[src/rtl/bias_ctrl_pkg.sv]
// Shared types and sizing helpers for the bias_ctrl sequencer.
// DEPTH is the credit window: datapath latency plus two output slots.
package bias_ctrl_pkg;

  typedef enum logic [1:0] {
    IDLE,
    LOAD,
    RUN,
    DRAIN
  } state_t;

  function automatic int depth_of(input int lat);
    return lat + 2;
  endfunction

  // Index width for a counter over n entries (at least one bit).
  function automatic int cnt_w(input int n);
    return (n > 1) ? $clog2(n) : 1;
  endfunction

  // Width of an occupancy count that must represent 0..n inclusive.
  function automatic int occ_w(input int n);
    return $clog2(n + 1);
  endfunction

endpackage

[src/rtl/sync_fifo.sv]
// Small synchronous FIFO with combinational head; a push into a full FIFO
// is accepted when a pop happens in the same cycle.
module sync_fifo
  import bias_ctrl_pkg::*;
#(
  parameter int WIDTH = 33,
  parameter int DEPTH = 3
) (
  input  logic                    clock,
  input  logic                    reset,
  input  logic                    push,
  input  logic [WIDTH-1:0]        push_data,
  input  logic                    pop,
  output logic [WIDTH-1:0]        head,
  output logic                    empty,
  output logic [occ_w(DEPTH)-1:0] count
);
  localparam int PW = cnt_w(DEPTH);
  localparam int OW = occ_w(DEPTH);

  logic [WIDTH-1:0] mem [DEPTH];
  logic [PW-1:0]    wr_ptr;
  logic [PW-1:0]    rd_ptr;
  logic             full;
  logic             do_push;
  logic             do_pop;

  // Depth need not be a power of two, so pointers wrap explicitly.
  function automatic logic [PW-1:0] wrap_inc(input logic [PW-1:0] p);
    return (p == PW'(DEPTH - 1)) ? '0 : p + 1'b1;
  endfunction

  assign empty   = (count == '0);
  assign full    = (count == OW'(DEPTH));
  assign do_pop  = pop && !empty;
  assign do_push = push && (!full || do_pop);
  assign head    = mem[rd_ptr];

  always_ff @(posedge clock or posedge reset) begin
    if (reset) begin
      wr_ptr <= '0;
      rd_ptr <= '0;
      count  <= '0;
    end else begin
      if (do_push) wr_ptr <= wrap_inc(wr_ptr);
      if (do_pop)  rd_ptr <= wrap_inc(rd_ptr);
      count <= count + OW'(do_push) - OW'(do_pop);
    end
  end

  always_ff @(posedge clock) begin
    if (do_push) mem[wr_ptr] <= push_data;
  end

endmodule

[src/rtl/bias_ctrl.sv]
// Sequencer for the bias add/requantize datapath: loads a bank of bias
// vectors, streams features through the datapath and buffers its results.
module bias_ctrl
  import bias_ctrl_pkg::*;
#(
  parameter int SIZE   = 4,
  parameter int NUM_CH = 4,
  parameter int LAT    = 1
) (
  input  logic                clock,
  input  logic                reset,
  input  logic                cfg_valid,
  output logic                cfg_ready,
  input  logic [8*SIZE-1:0]   cfg_data,
  output logic                loaded,
  input  logic                start,
  output logic                busy,
  output logic                done,
  input  logic                in_valid,
  output logic                in_ready,
  input  logic [8*SIZE-1:0]   in_data,
  input  logic                in_last,
  output logic [8*SIZE-1:0]   dp_a,
  output logic [8*SIZE-1:0]   dp_b,
  input  logic [8*SIZE-1:0]   dp_sum,
  output logic                out_valid,
  input  logic                out_ready,
  output logic [8*SIZE-1:0]   out_data,
  output logic                out_last
);
  localparam int W     = 8 * SIZE;
  localparam int DEPTH = depth_of(LAT);
  localparam int CW    = cnt_w(NUM_CH);
  localparam int OW    = occ_w(DEPTH);

  state_t         state, state_nx;
  logic [CW-1:0]  wr_addr;
  logic [CW-1:0]  ch_idx;
  logic [W-1:0]   bank [NUM_CH];
  logic [LAT-1:0] vld_pn;
  logic [LAT-1:0] last_pn;
  logic [OW-1:0]  inflight;
  logic [OW-1:0]  fifo_count;
  logic           fifo_empty;
  logic [W:0]     fifo_head;
  logic           cfg_fire;
  logic           in_fire;
  logic           run_go;
  logic           room;

  always_comb begin
    inflight = '0;
    for (int i = 0; i < LAT; i++) inflight = inflight + OW'(vld_pn[i]);
  end

  // Credit check covers everything already committed to the output buffer,
  // so downstream backpressure can never overflow it.
  assign room     = ({1'b0, inflight} + {1'b0, fifo_count}) < (OW + 1)'(DEPTH);
  assign run_go   = (state == IDLE) && start && loaded;
  assign cfg_fire = cfg_valid && cfg_ready;
  assign in_fire  = in_valid && in_ready;
  assign busy     = (state == RUN) || (state == DRAIN);
  assign dp_a     = (state == RUN) ? in_data : '0;
  assign dp_b     = bank[ch_idx];

  always_comb begin
    state_nx  = state;
    cfg_ready = 1'b0;
    in_ready  = 1'b0;
    done      = 1'b0;
    case (state)
      IDLE: begin
        cfg_ready = !(start && loaded);
        if (run_go)        state_nx = RUN;
        else if (cfg_fire) state_nx = (NUM_CH == 1) ? IDLE : LOAD;
      end
      LOAD: begin
        cfg_ready = 1'b1;
        if (cfg_fire && (wr_addr == CW'(NUM_CH - 1))) state_nx = IDLE;
      end
      RUN: begin
        in_ready = room;
        if (in_fire && in_last) state_nx = DRAIN;
      end
      DRAIN: begin
        if ((inflight == '0) && fifo_empty) begin
          done     = 1'b1;
          state_nx = IDLE;
        end
      end
      default: state_nx = IDLE;
    endcase
  end

  always_ff @(posedge clock or posedge reset) begin
    if (reset) begin
      state   <= IDLE;
      wr_addr <= '0;
      ch_idx  <= '0;
      loaded  <= 1'b0;
      vld_pn  <= '0;
      last_pn <= '0;
      for (int i = 0; i < NUM_CH; i++) bank[i] <= '0;
    end else begin
      state <= state_nx;
      if (cfg_fire) begin
        if (state == IDLE) begin
          bank[0] <= cfg_data;
          wr_addr <= (NUM_CH == 1) ? '0 : CW'(1);
          loaded  <= (NUM_CH == 1);
        end else if (wr_addr == CW'(NUM_CH - 1)) begin
          bank[wr_addr] <= cfg_data;
          wr_addr       <= '0;
          loaded        <= 1'b1;
        end else begin
          bank[wr_addr] <= cfg_data;
          wr_addr       <= wr_addr + 1'b1;
        end
      end
      if (run_go)
        ch_idx <= '0;
      else if (in_fire)
        ch_idx <= (ch_idx == CW'(NUM_CH - 1)) ? '0 : ch_idx + 1'b1;
      // Stage boundary: valid/last follow the data through the datapath.
      vld_pn[0]  <= in_fire;
      last_pn[0] <= in_fire && in_last;
      for (int i = 1; i < LAT; i++) begin
        vld_pn[i]  <= vld_pn[i-1];
        last_pn[i] <= last_pn[i-1];
      end
    end
  end

  sync_fifo #(
    .WIDTH(W + 1),
    .DEPTH(DEPTH)
  ) u_fifo (
    .clock    (clock),
    .reset    (reset),
    .push     (vld_pn[LAT-1]),
    .push_data({dp_sum, last_pn[LAT-1]}),
    .pop      (out_valid && out_ready),
    .head     (fifo_head),
    .empty    (fifo_empty),
    .count    (fifo_count)
  );

  assign out_valid = !fifo_empty;
  assign out_data  = fifo_empty ? '0 : fifo_head[W:1];
  assign out_last  = !fifo_empty && fifo_head[0];

endmodule

[config.mk]
export PLATFORM = sky130hd
export DESIGN_NAME = bias_ctrl
export DESIGN_NICKNAME = d
export VERILOG_FILES = /design/src/rtl/bias_ctrl_pkg.sv /design/src/rtl/sync_fifo.sv /design/src/rtl/bias_ctrl.sv
export SDC_FILE = /design/constraint.sdc
export NUM_CORES = 1
export LEC_CHECK = 0
export ABC_AREA = 1
export CORE_UTILIZATION = 45
export DETAILED_ROUTE_END_ITERATION = 8
export MAX_ROUTING_LAYER = met4
export PLACE_DENSITY = 0.83
export SYNTH_ARGS = -nofsm -noshare
export SYNTH_HDL_FRONTEND = slang
export SYNTH_HIERARCHICAL = 1
export SYNTH_SLANG_ARGS = --single-unit
export TNS_END_PERCENT = 50
[constraint.sdc]
create_clock -name clock -period 12.64 [get_ports clock]
set_input_delay 3.792 -clock clock [delete_from_list [all_inputs] [get_ports clock]]
set_output_delay 3.792 -clock clock [all_outputs]
set_load 0.05 [all_outputs]
Word level (Yosys, flattened, before mapping)
Memory sizes are Yosys's and may differ from the RTL's.
Index checks and enable logic that the tools add are counted.
Widths: inputs -> output; s select.
{ "op_classes": {"bitwise": 3, "n_eq_ne": 12, "muxes": 30, "add_sub_neg": 7, "order_cmp": 4, "reduce_logical": 26} }
{ "op_table": {"columns": ["op", "count"], "rows": [
  ["$mux 32", 6],
  ["$bwmux 128", 1],
  ["$bmux 32 s2", 1],
  ["$demux 32 s2", 1],
  ["$mux 2", 12],
  ["$eq 2x2->1 const B", 7],
  ["$logic_and 1x1->1", 13],
  ["$add 2x1->2 const B", 4],
  ["$pmux 2 s4", 1],
  ["$mux 1", 7],
  ["$ge 3x3->1 const B", 2],
  ["$logic_not 2->1", 3],
  ["$not 2->3", 2],
  ["$ne 2x1->1 const B", 2],
  ["$reduce_and 2->1", 2],
  ["$reduce_and 4->1", 1],
  ["$reduce_bool 2->1", 2],
  ["$add 1x2->3", 1],
  ["$logic_not 1->1", 3],
  ["$lt 3x1->1 const B", 1],
  ["$lt 3x2->1 const B", 1],
  ["$ne 3x3->1 const B", 1],
  ["$add 2x1->2", 1],
  ["$eq 2x1->1 const B", 1],
  ["other kinds (5)", 6]
]} }
{ "word_totals": {"reg_bits": 143, "ramBits": 99, "in_bits": 103, "n_memories": 1, "output_inout_bits": 103} }
{ "memory_table": {"columns": ["name", "depth", "width", "read_ports", "rd_clocked_by_memory_dff", "write_ports", "line", "rtl"], "rows": [
  ["u_fifo.mem", 3, 33, 1, 0, 1, "sync_fifo.sv:21", "logic [WIDTH-1:0] mem [DEPTH];"]
]} }

Logic depth before layout (Yosys ltp)
{ "depth": {"word_depth": 8, "depth_mapped": 14} }

Cells and area by module
The synthesis kept the hierarchy.
{ "modules_own_cells": {"columns": ["mod", "cells_each", "seq_area_each_um2", "area_per_inst_um2", "instances"], "rows": [
  ["bias_ctrl", 844, 3428.3, 6789.0, 1],
  ["sync_fifo", 290, 3123.0, 3983.8, 1]
]} }

Worst setup path before layout
Ideal clock, no wire load.
{ "synth_path": {"path_kind": "input port to output port", "startpoint": "in in_data[0]", "endpoint": "out dp_a[0]", "path_slack_ns": 4.378, "arrival_time_ns": 4.470, "n_path_buf": 0, "stages": 2, "required_time_ns": 8.848, "cell_sequence": "inv_1 -> nor2_1"} }
{ "synth_between": {"elab_chain_len": 1} }
{ "synth_rtl": {"columns": ["item", "line", "rtl"], "rows": [
  ["from (decl)", "bias_ctrl.sv:21", "input logic [8*SIZE-1:0] in_data,"],
  ["$mux 32", "bias_ctrl.sv:63", "assign dp_a = (state == RUN) ? in_data : '0;"],
  ["to (decl)", "bias_ctrl.sv:23", "output logic [8*SIZE-1:0] dp_a,"]
]} }
No other way between the ends.

Final worst setup path
{ "layout_path": {"startpoint": "in start", "endpoint": "out cfg_ready"} }
{ "layout_between": {"elab_chain_len": 3} }
{ "layout_rtl": {"columns": ["item", "line", "rtl"], "rows": [
  ["from (decl)", "bias_ctrl.sv:16", "input logic start,"],
  ["$logic_and 1x1->1", "bias_ctrl.sv:73", "cfg_ready = !(start && loaded);"],
  ["$logic_not 1->1", "bias_ctrl.sv:73", null],
  ["$pmux 1 s2", "bias_ctrl.sv:71", "case (state)"],
  ["to (decl)", "bias_ctrl.sv:13", "output logic cfg_ready,"]
]} }
No other way between the ends.

==> flow_metrics.env <==
export IMPL_cpPeakStageDelay_ns=0.81
export IMPL_synth_compound_area_share_pct=12.5
export IMPL_cts_root_buf="clkbuf_16"
export IMPL_crit_required_ns=8.85
export IMPL_fill_cells=1977
export IMPL_grt_ovfl_total=0
export IMPL_clock_fmax_mhz=110
export IMPL_power_internal_mw=1.89
export IMPL_start_util_pct=45.9
export IMPL_track_usage_pct=20.5
export IMPL_ctsHoldBuffers=0
export IMPL_first_pass_iters=5
export IMPL_cts_path_max_buffers=3
export IMPL_synth_edf_count=99
export IMPL_cpMostUsedCell="nand2_1"
export IMPL_tightest_slew_ns=1.11
export IMPL_synth_xor_area_share_pct=0
export IMPL_crit_path_start_kind="input pin"
export IMPL_finalCritPeriodShare_pct=72.1
export IMPL_ys_seq_area_share_pct=60.8
export IMPL_cp_max_fo=4
export IMPL_cts_tree="built"
export IMPL_antenna_found_initial=0
export IMPL_synth_top_area_cell="dfrtp_1"
export IMPL_synth_area_sq_um=10800
export IMPL_die_w_um=157
export IMPL_place_hpwl_um=15100
export IMPL_swShare_pct=41.5
export IMPL_slew_headroom_pct=25.6
export IMPL_routed_wl_um=24600
export IMPL_period_minus_slack_ns=9.11
export IMPL_fp_dieArea_sq_um=24600
export IMPL_run_status="completed"
export IMPL_drv_cap=0
export IMPL_synth_seq_cells=242
export IMPL_postRouteAntennaNets=0
export IMPL_synthToLayoutAreaGrowth_pct=27.2
export IMPL_finalHoldViolCount=0
export IMPL_diodes=0
export IMPL_clockPowerShare_pct=21.7
export IMPL_io_pins=206
export IMPL_io_buffers=205
export IMPL_cts_setup_buffers=0
export IMPL_ir_drop_uv=233
export IMPL_finalSetupViolCount=0
export IMPL_yosys_warnings=6
export IMPL_rows=56
export IMPL_synthSimpleGateAreaFrac_pct=17.3
export IMPL_grt_first_pass_wirelength_um=39100
export IMPL_finalClockSkew_ns=0.0108
export IMPL_min_path_type="flop to flop"
export IMPL_synth_adder_area_share_pct=1.05
export IMPL_fin_nets=1424
export IMPL_synthMuxAreaShare_pct=0
export IMPL_path_delay_family="buffers and inverters"
export IMPL_synth_common_cells="nand2_1, dfrtp_1, o21ai_0, nor2_1, inv_1"
export IMPL_syn_nets=1246
export IMPL_clk_latency_ns=0.51
export IMPL_clock_sinks=242
export IMPL_sequentialPowerShare_pct=34.7
export IMPL_dpl_cell_area_sq_um=12900
export IMPL_synthArstFlopShare_pct=59.1
export IMPL_netlist_cell_type_count=28
export IMPL_yosysMostFrequentCell="nand2_1"
export IMPL_synthTopCellsByArea="dfrtp_1, edfxtp_1, nand2_1"
export IMPL_grt_pass1_vias=7909
export IMPL_route_detailed_drc=0
export IMPL_slew_viol_final=0
export IMPL_wl_per_cell_um=15.0
export IMPL_p_comb_share_pct=43.6
export IMPL_final_layout_size_suffix_gt1_share_pct=7.84
export IMPL_fin_tns_setup_ns=0
export IMPL_cpMaxStageDelayCell="clkdlybuf4s50_1"
export IMPL_path_buf_inv=2
export IMPL_crit_chain="clkdlybuf4s50_1 > nand2_1 > nand2_1 > nand2_1 > clkdlybuf4s50_1"
export IMPL_grt_max_degree=73
export IMPL_cts_buffers=25
export IMPL_switchingPower_mw=1.34
export IMPL_synthCells=1134
export IMPL_synth_top_area_share_pct=33.2
export IMPL_clk_pin_slew_ns=0.06
export IMPL_core_sq_um=23500
export IMPL_worstSetupEndpointType="output pin"
export IMPL_avgSynthCellArea_sq_um=9.50
export IMPL_design_area_sq_um=13700
export IMPL_vias_per_cell=4.98
export IMPL_crit_type="input pin to output pin"
export IMPL_rsz0062_at_grt="false"
export IMPL_p_leak_nw=6.03
export IMPL_finalWeightedCongestion=0.787
export IMPL_vias=8192
export IMPL_drtIter0Drc=531
export IMPL_die_y_um=157
export IMPL_cts_max_level=1
export IMPL_synth_top_family_by_area="simple AND/OR/NAND/NOR gates"
export IMPL_post_cts_resized=0
export IMPL_cp_data_arrival_time_ns=5.32
export IMPL_power_density_nw_per_um2=236
export IMPL_ys_flop_type="dfrtp_1"
==> path summary, 6_finish.rpt <==
check / start / endpoint / slack [ns] / depth (start not counted)
max: start / cfg_ready / 3.53 / 5
min reg2reg: bank[68] / bank[68] / 0.48 / 2
min in group asynchronous: reset / u_fifo/rd_ptr[0] / 3.67 / 2
max in group asynchronous: reset / bank[77] / 7.50 / 3
max reg2reg: u_fifo/count[0] / u_fifo/mem[2][32] / 9.93 / 9
min: bank[68] / bank[68] / 0.48 / 2
==> per-stage QoR <==
step	hold WS, ns	power [mW]	utilization (%)	std cells	worst slack (ns)
5_1_grt	0.494	3.42	58.4	1646	3.46
4_1_cts	0.482	3.26	58.4	1646	3.54
2_1_floorplan	0.438	2.12	-	1134	4.38
3_3_place_gp	0.455	2.51	55.0	1604	3.54
6_report	0.480	3.24	58.4	1646	3.53
3_5_place_dp	0.468	2.55	55.0	1604	3.54
==> routing by layer <==
| metal | vias to the layer above | routed length [um] | part of all wire [%] | global-route usage (%) |
|---|---|---|---|---|
| met5 | - | 0 | 0 | - |
| met4 | 0 | 378 | 1.5 | 4.86 |
| met3 | 33 | 1660 | 6.7 | 4.38 |
| met2 | 244 | 12100 | 49 | 34.6 |
| met1 | 3879 | 10400 | 42 | 25.0 |
| li1 | 4036 | - | - | - |
==> flip-flops by register name, indices dropped and copies added, names as in the netlist, 2 cells and up <==
| register | flops |
|---|---|
| bank | 128 |
| u_fifo/mem | 99 |
| ch_idx | 2 |
| state | 2 |
| u_fifo/count | 2 |
| u_fifo/rd_ptr | 2 |
| u_fifo/wr_ptr | 2 |
| wr_addr | 2 |
==> cells by family (layout without fill, tap and decap cells) <==
group           Yosys count  after routing
simple gates            456            456
flops                   242            242
compound gates          233            233
buf+inv                 194            387
fa+ha+maj                 9              9
==> layout make-up <==
class | instances | area, sq um | area share [%]
sequential | 242 | 6550 | 47.8
clock buffer | 34 | 719 | 5.25
inverter | 130 | 495 | 3.62
multi-input combinational | 698 | 3340 | 24.4
timing repair buffer | 215 | 2130 | 15.5
clock inverter | 8 | 70.1 | 0.511
tap | 319 | 399 | 2.91
==> cells in the final DEF, fill, tap and decap left out, types with 2 or more instances in the layout <==
master | netlist | final
inv_2 | 3 | 4
dfrtp_1 | 143 | 142
o21ai_1 | 27 | 27
inv_1 | 126 | 124
nand3_2 | 5 | 5
clkdlybuf4s50_1 | 0 | 205
buf_4 | 0 | 10
nor2_1 | 135 | 134
clkbuf_8 | 0 | 6
nand3_1 | 40 | 40
o21ai_2 | 32 | 32
clkbuf_1 | 31 | 3
nand3_4 | 2 | 2
clkinvlp_4 | 0 | 2
o21ai_0 | 139 | 139
edfxtp_1 | 99 | 99
nand4_1 | 2 | 2
nor2_2 | 2 | 2
ha_1 | 9 | 9
nand2_1 | 264 | 264
o22ai_1 | 32 | 32
clkinv_2 | 0 | 5
nor3_1 | 2 | 2
clkbuf_16 | 0 | 25
nor2_4 | 1 | 2
==> tightest hold or removal path, delay by kind of cell (launching register included) <==
family / cells / cell delay, ns
flip-flops: 1 / 0.34
AND/OR/NAND/NOR: 1 / 0.05
AO/OA/AOI/OAI: 1 / 0.06
==> power by group through the flow <==
| stage | combinational (mW) | clock [mW] | sequential (mW) |
|---|---|---|---|
| 3_3_place_gp | 1.39 | 0 | 1.12 |
| 2_1_floorplan | 1.01 | 0 | 1.11 |
| 3_5_place_dp | 1.41 | 0 | 1.13 |
| 6_report | 1.41 | 0.702 | 1.12 |
| 5_1_grt | 1.53 | 0.745 | 1.15 |
| 4_1_cts | 1.42 | 0.715 | 1.12 |
(Power assumes the default switching activity.)
==> patch 1, RTL diff (config.mk and constraints unchanged) <==
The 4 states of `state_t` get a Gray code encoding in 2 bits.
--- a/src/rtl/bias_ctrl_pkg.sv
+++ b/src/rtl/bias_ctrl_pkg.sv
@@ -4,8 +4,8 @@
 
   typedef enum logic [1:0] {
-    IDLE,
-    LOAD,
-    RUN,
-    DRAIN
+    IDLE  = 2'b00,
+    LOAD  = 2'b01,
+    RUN   = 2'b11,
+    DRAIN = 2'b10
   } state_t;
 
Behaviour: same outputs for any inputs over 4 cycles, from zero or initial values and one cycle with reset high; so few cycles prove little.
==> patch 1 against the unedited design <==
  * Cell count up 2.1%
  * Worst setup slack worse by 190 ps
  * Cell area grew 0.31%
  * Fmax shrank 2.0%
  * Via count rose by 3.2%
  * Register-to-register slack better by 40 ps
  * Wire length is 6.0% higher
  * Worst hold slack got worse by 6.8 ps
  * Area after synthesis is 0.45% higher
  * Power grew 19%
  * Sequential cell count unchanged
  * Largest cell class unchanged
  * Highest routed layer unchanged
==> patch 1: results (changes against the unedited design) <==
Critical path
  – Crit path largest cell delay: 860 ps (was 810 ps)
  – Critical Path Sink Type: primary output (unchanged)
  – Worst R2R Start: u_fifo/count[1]$_DFF_PP0_ (was u_fifo/count[0]$_DFF_PP0_)
  – Critical path's slowest cell: clkdlybuf4s50_1 (unchanged)
  – Crit path to: cfg_ready (unchanged)
  – CP startpoint: start (unchanged)
  – Critical R2R Capture: u_fifo/mem[2][32]$_DFFE_PP_ (unchanged)
  – FF-to-FF path depth: 9 (unchanged)
  – Worst R2R Setup Slack: 9970 ps (was 9930 ps)
  – Max FO, Critical Path: 3 (was 4)
  – CP Data Arrival Time: 5510 ps (was 5320 ps)
  – Family with the most delay on the worst path: buffers and inverters (unchanged)

Final layout
  – Regs by FF count: bank: 128 flops, u_fifo/mem: 99 flops (unchanged)
  – Fill count: 1982 (was 1977)
  – Proportion of layout cells with a drive suffix above 1: 0.07353 (was 0.07837)
  – # nets final: 1454 (was 1424)
  – Area grow syn2layout: 27.01% (was 27.19%)

Clock tree
  – Worst-case clock buffer depth: 3 (unchanged)
  – Root Driver: clkbuf_16 (unchanged)
  – Clk Latency, worst-skew pair: 510 ps (about the same)
  – Post-CTS repair timing setup buffer count: 0 (unchanged)
  – Resize count post-CTS: 0 (unchanged)
  – Htree depth: 1 (unchanged)
  – Num CTS Buffers: 25 (unchanged)

Placement
  – Dpl hpwl: 15.58 mm (was 15.09 mm)
  – Placed instance area: 12970 um^2 (was 12910 um^2)
  – PortBufs: 205 (unchanged)
  – GP Congestion: 0.8118 (was 0.7873)

Timing
  – Skew final: 8.086 ps (was 10.78 ps)
  – Worst-Margin Slew: 1149 ps (was 1115 ps)

Synthesis
  – FFs w/ async S/R, synth: 0.5909 (unchanged)
  – Library cells used by synthesis: 27 (was 28)
  – Register area share after synthesis: 0.6054 (was 0.6081)
  – Largest cells by area after synthesis: dfrtp_1, edfxtp_1, nand2_1 (unchanged)
  – Most frequent cells after synthesis: nand2_1, dfrtp_1, nor2_1 (was nand2_1, dfrtp_1, o21ai_0)
  – Syn nets: 1279 (was 1246)

Detailed routing
  – Pre-antenna DRT Iters: 5 (unchanged)
  – Vias: 8452 (was 8192)
  – Initial drt markers: 736 (was 531)
  – Final WL: 26.09 mm (was 24.62 mm)

Power
  – Lkg Pwr: 6.152 nW (was 6.026 nW)
  – Worst VDD drop: 0.2521 mV (was 0.2327 mV)
  – P_sw: 1.794 mW (was 1.343 mW)

GRT
  – Global Route Usage Sum: 0.2203 (was 0.2046)
  – Global-route wire length before repair: 41.50 mm (was 39.12 mm)
  – Largest net degree at the start of global routing: 91 (was 73)
  – Initial antenna violation count: 1 (was 0)
  – Number of global-route vias before repair: 8075 (was 7909)

Run status
  – Status: finished, final reports clean (unchanged)
-- patch 1: cell type report --
class,count,share of cell area
Multi-Input combinational cell,732,0.2483
Sequential cell,242,0.4767
Inverter,125,0.03450
Clock buffer,32,0.04888
Clock inverter,13,0.007010
Timing Repair Buffer,216,0.1553
Tap cell,319,0.02904
Antenna cell,1,0.0001821
-- patch 1: logic make-up after synthesis --
| kind of cell | synth area share |
|---|---|
| compound gates | 0.09689 |
| fa+ha+maj | 0.01041 |
| buf+inv | 0.08036 |
| flops | 0.6054 |
| simple gates | 0.2070 |
-- patch 1: power by group through the flow --
stage,logic (mW),clock network (mW),registers (mW)
final,1.99,0.689,1.16
after floorplan,1.43,0,1.15
after global placement,1.95,0,1.16
after CTS,2.00,0.702,1.16
after global routing,2.15,0.732,1.19
after detailed placement,1.99,0,1.17
-- patch 1: per-stage QoR --
step | total power, mW | setup WS, ps | std cells
CTS | 3.863 | 3376 | 1679
detailed placement | 3.159 | 3387 | 1634
finish | 3.843 | 3342 | 1680
global route | 4.070 | 3279 | 1680
global placement | 3.116 | 3468 | 1634
floorplan | 2.579 | 3787 | 1167
-- patch 1: worst min path at each step --
| stage | start | end | slack (ps) | cells past startpoint |
|---|---|---|---|---|
| final | last_pn$_DFF_PP0_ | u_fifo/mem[0][0]$_DFFE_PP_ | 470 | 0 |
| after global routing | bank[113]$_DFFE_PP0P_ | bank[113]$_DFFE_PP0P_ | 500 | 2 |
| after CTS | bank[109]$_DFFE_PP0P_ | bank[109]$_DFFE_PP0P_ | 480 | 2 |
| after detailed placement | bank[109]$_DFFE_PP0P_ | bank[109]$_DFFE_PP0P_ | 460 | 2 |
| after global placement | last_pn$_DFF_PP0_ | u_fifo/mem[0][0]$_DFFE_PP_ | 440 | 0 |
| after floorplan | last_pn$_DFF_PP0_ | u_fifo/mem[0][0]$_DFFE_PP_ | 440 | 0 |
-- patch 1: layer usage --
layer	vias up	track usage	share of wire
met1	3983	0.2855	0.43
met4	0	0.06056	0.015
met3	39	0.03827	0.070
met2	294	0.3581	0.49
li1	4136	-	-
met5	-	-	0
-- patch 1: worst reg2reg max path, cell delays in order, from the launching register on --
cell and delay (ps):
dfrtp_1 390, inv_1 70, nand2_1 110, inv_1 50, buf_4 250, nor2_1 260, inv_1 70, nand3_1 100
nand2_1 150, nor2_4 840
==> patch 2, RTL diff (config.mk and constraints unchanged) <==
Made on the original files. Set the parameter `LAT` to 2 (it was 1).
--- a/src/rtl/bias_ctrl.sv
+++ b/src/rtl/bias_ctrl.sv
@@ -6,5 +6,5 @@
   parameter int SIZE   = 4,
   parameter int NUM_CH = 4,
-  parameter int LAT    = 1
+  parameter int LAT    = 2
 ) (
   input  logic                clock,
Check against the original RTL: same outputs for any inputs over 4 cycles, from zero or initial values and one cycle with reset high; that may be too few to reach the edited logic, so the function may still have changed.
==> patch 2 against the unedited design <==
  * Sequential cell count rose by 36
  * Wire length up 12%
  * Power is 32% higher
  * Area after synthesis up 18%
  * Cell count is 13% higher
  * Sequential share of layout area increased by 0.36 points
  * Cell area up 15%
  * Worst setup slack better by 29 ps
  * Critical endpoint unchanged
==> patch 2: results (changes against the unedited design) <==
Detailed routing
  – Vias per cell: 4.968 (was 4.977)
  – Vias: 9240 (was 8192)
  – Final WL: 27.63 mm (was 24.62 mm)
  – Initial drt markers: 580 (was 531)
  – Pre-antenna DRT Iters: 4 (was 5)

Final layout
  – Non-CTS buffers: 216 (was 215)
  – Register area: 7624 um^2 (was 6553 um^2)
  – Proportion of layout cells with a drive suffix above 1: 0.1087 (was 0.07837)
  – # nets final: 1579 (was 1424)
  – Seq cells: 278 (was 242)
  – Invs w/o clock: 197 (was 130)
  – Area grow syn2layout: 24.75% (was 27.19%)
  – Fill count: 2342 (was 1977)
  – Non-clk buf share: 0.1349 (was 0.1552)
  – Multi-input gate count: 739 (was 698)
  – Multi-input gate area: 3887 um^2 (was 3338 um^2)

Power
  – Clock power frac: 0.198 (was 0.217)
  – Switch share: 0.4469 (was 0.4151)
  – Lkg Pwr: 6.951 nW (was 6.026 nW)
  – P_sw: 1.911 mW (was 1.343 mW)
  – Worst VDD drop: 0.2561 mV (was 0.2327 mV)
  – Seq group: 1.30 mW (was 1.12 mW)

Timing
  – Fin worst setup slack: 3562 ps (was 3532 ps)
  – Fin Hold WS: 354.4 ps (was 479.7 ps)
  – Slew headroom: 0.2244 (was 0.2560)
  – Skew final: 8.524 ps (was 10.78 ps)

GRT
  – Number of global-route vias before repair: 9015 (was 7909)
  – Global-route wire length before repair: 44.44 mm (was 39.12 mm)
  – Largest net degree at the start of global routing: 98 (was 73)
  – Initial antenna violation count: 1 (was 0)

Hold path
  – Min-Delay Startpoint: last_pn[0]$_DFF_PP0_ (was bank[68]$_DFFE_PP0P_)
  – Hold Crit Depth: 0 (was 2)
  – WHS Endpoint: last_pn[1]$_DFF_PP0_ (was bank[68]$_DFFE_PP0P_)

Synthesis
  – Syn nets: 1410 (was 1246)
  – Library cells used by synthesis: 32 (was 28)
  – FFs w/ async S/R, synth: 0.5252 (was 0.5909)
  – Post-synth EDFFs: 132 (was 99)

Critical path
  – Worst R2R Setup Slack: 9530 ps (was 9930 ps)
  – Max FO, Critical Path: 2 (was 4)
  – CP Data Arrival Time: 5290 ps (was 5320 ps)
  – Worst R2R Start: u_fifo/count[1]$_DFF_PP0_ (was u_fifo/count[0]$_DFF_PP0_)
  – Critical R2R Capture: u_fifo/mem[3][2]$_DFFE_PP_ (was u_fifo/mem[2][32]$_DFFE_PP_)

Placement
  – DP Cell Count: 1808 (was 1604)
  – Placed instance area: 14860 um^2 (was 12910 um^2)
  – Dpl hpwl: 16.49 mm (was 15.09 mm)

Clock tree
  – Num CTS Buffers: 28 (was 25)
  – Clk Latency, worst-skew pair: 530 ps (was 510 ps)

Run status
  – Status: finished, final reports clean (unchanged)
## patch 2: cell count changes in the layout (fill, tap and decap cells not counted), sizes merged, moves of 6 or more
cell,delta
a21oi,+33
clkinv,+7
edfxtp,+33
ha,+6
inv,+67
nand2,-37
nand3,-34
o211ai,+32
o21ai,+34
## patch 2: cells by family after synthesis
logic type                 Yosys count  share of synthesized area
buffers and inverters              274                    0.09481
and+or+nand+nor                    389                     0.1246
AOI/OAI and AO/OA                  333                     0.1629
DFF                                278                     0.6006
adders and majority gates           16                    0.01638
xor gates and xnor gates             1                  0.0006907
## patch 2: per-layer routing
metal / global-route usage / up-vias / part of all wire
met5: - / - / 0
met4: 0.05288 / 0 / 0.017
met3: 0.04488 / 39 / 0.065
met2: 0.3241 / 240 / 0.48
met1: 0.2456 / 4403 / 0.43
li1: - / 4558 / -
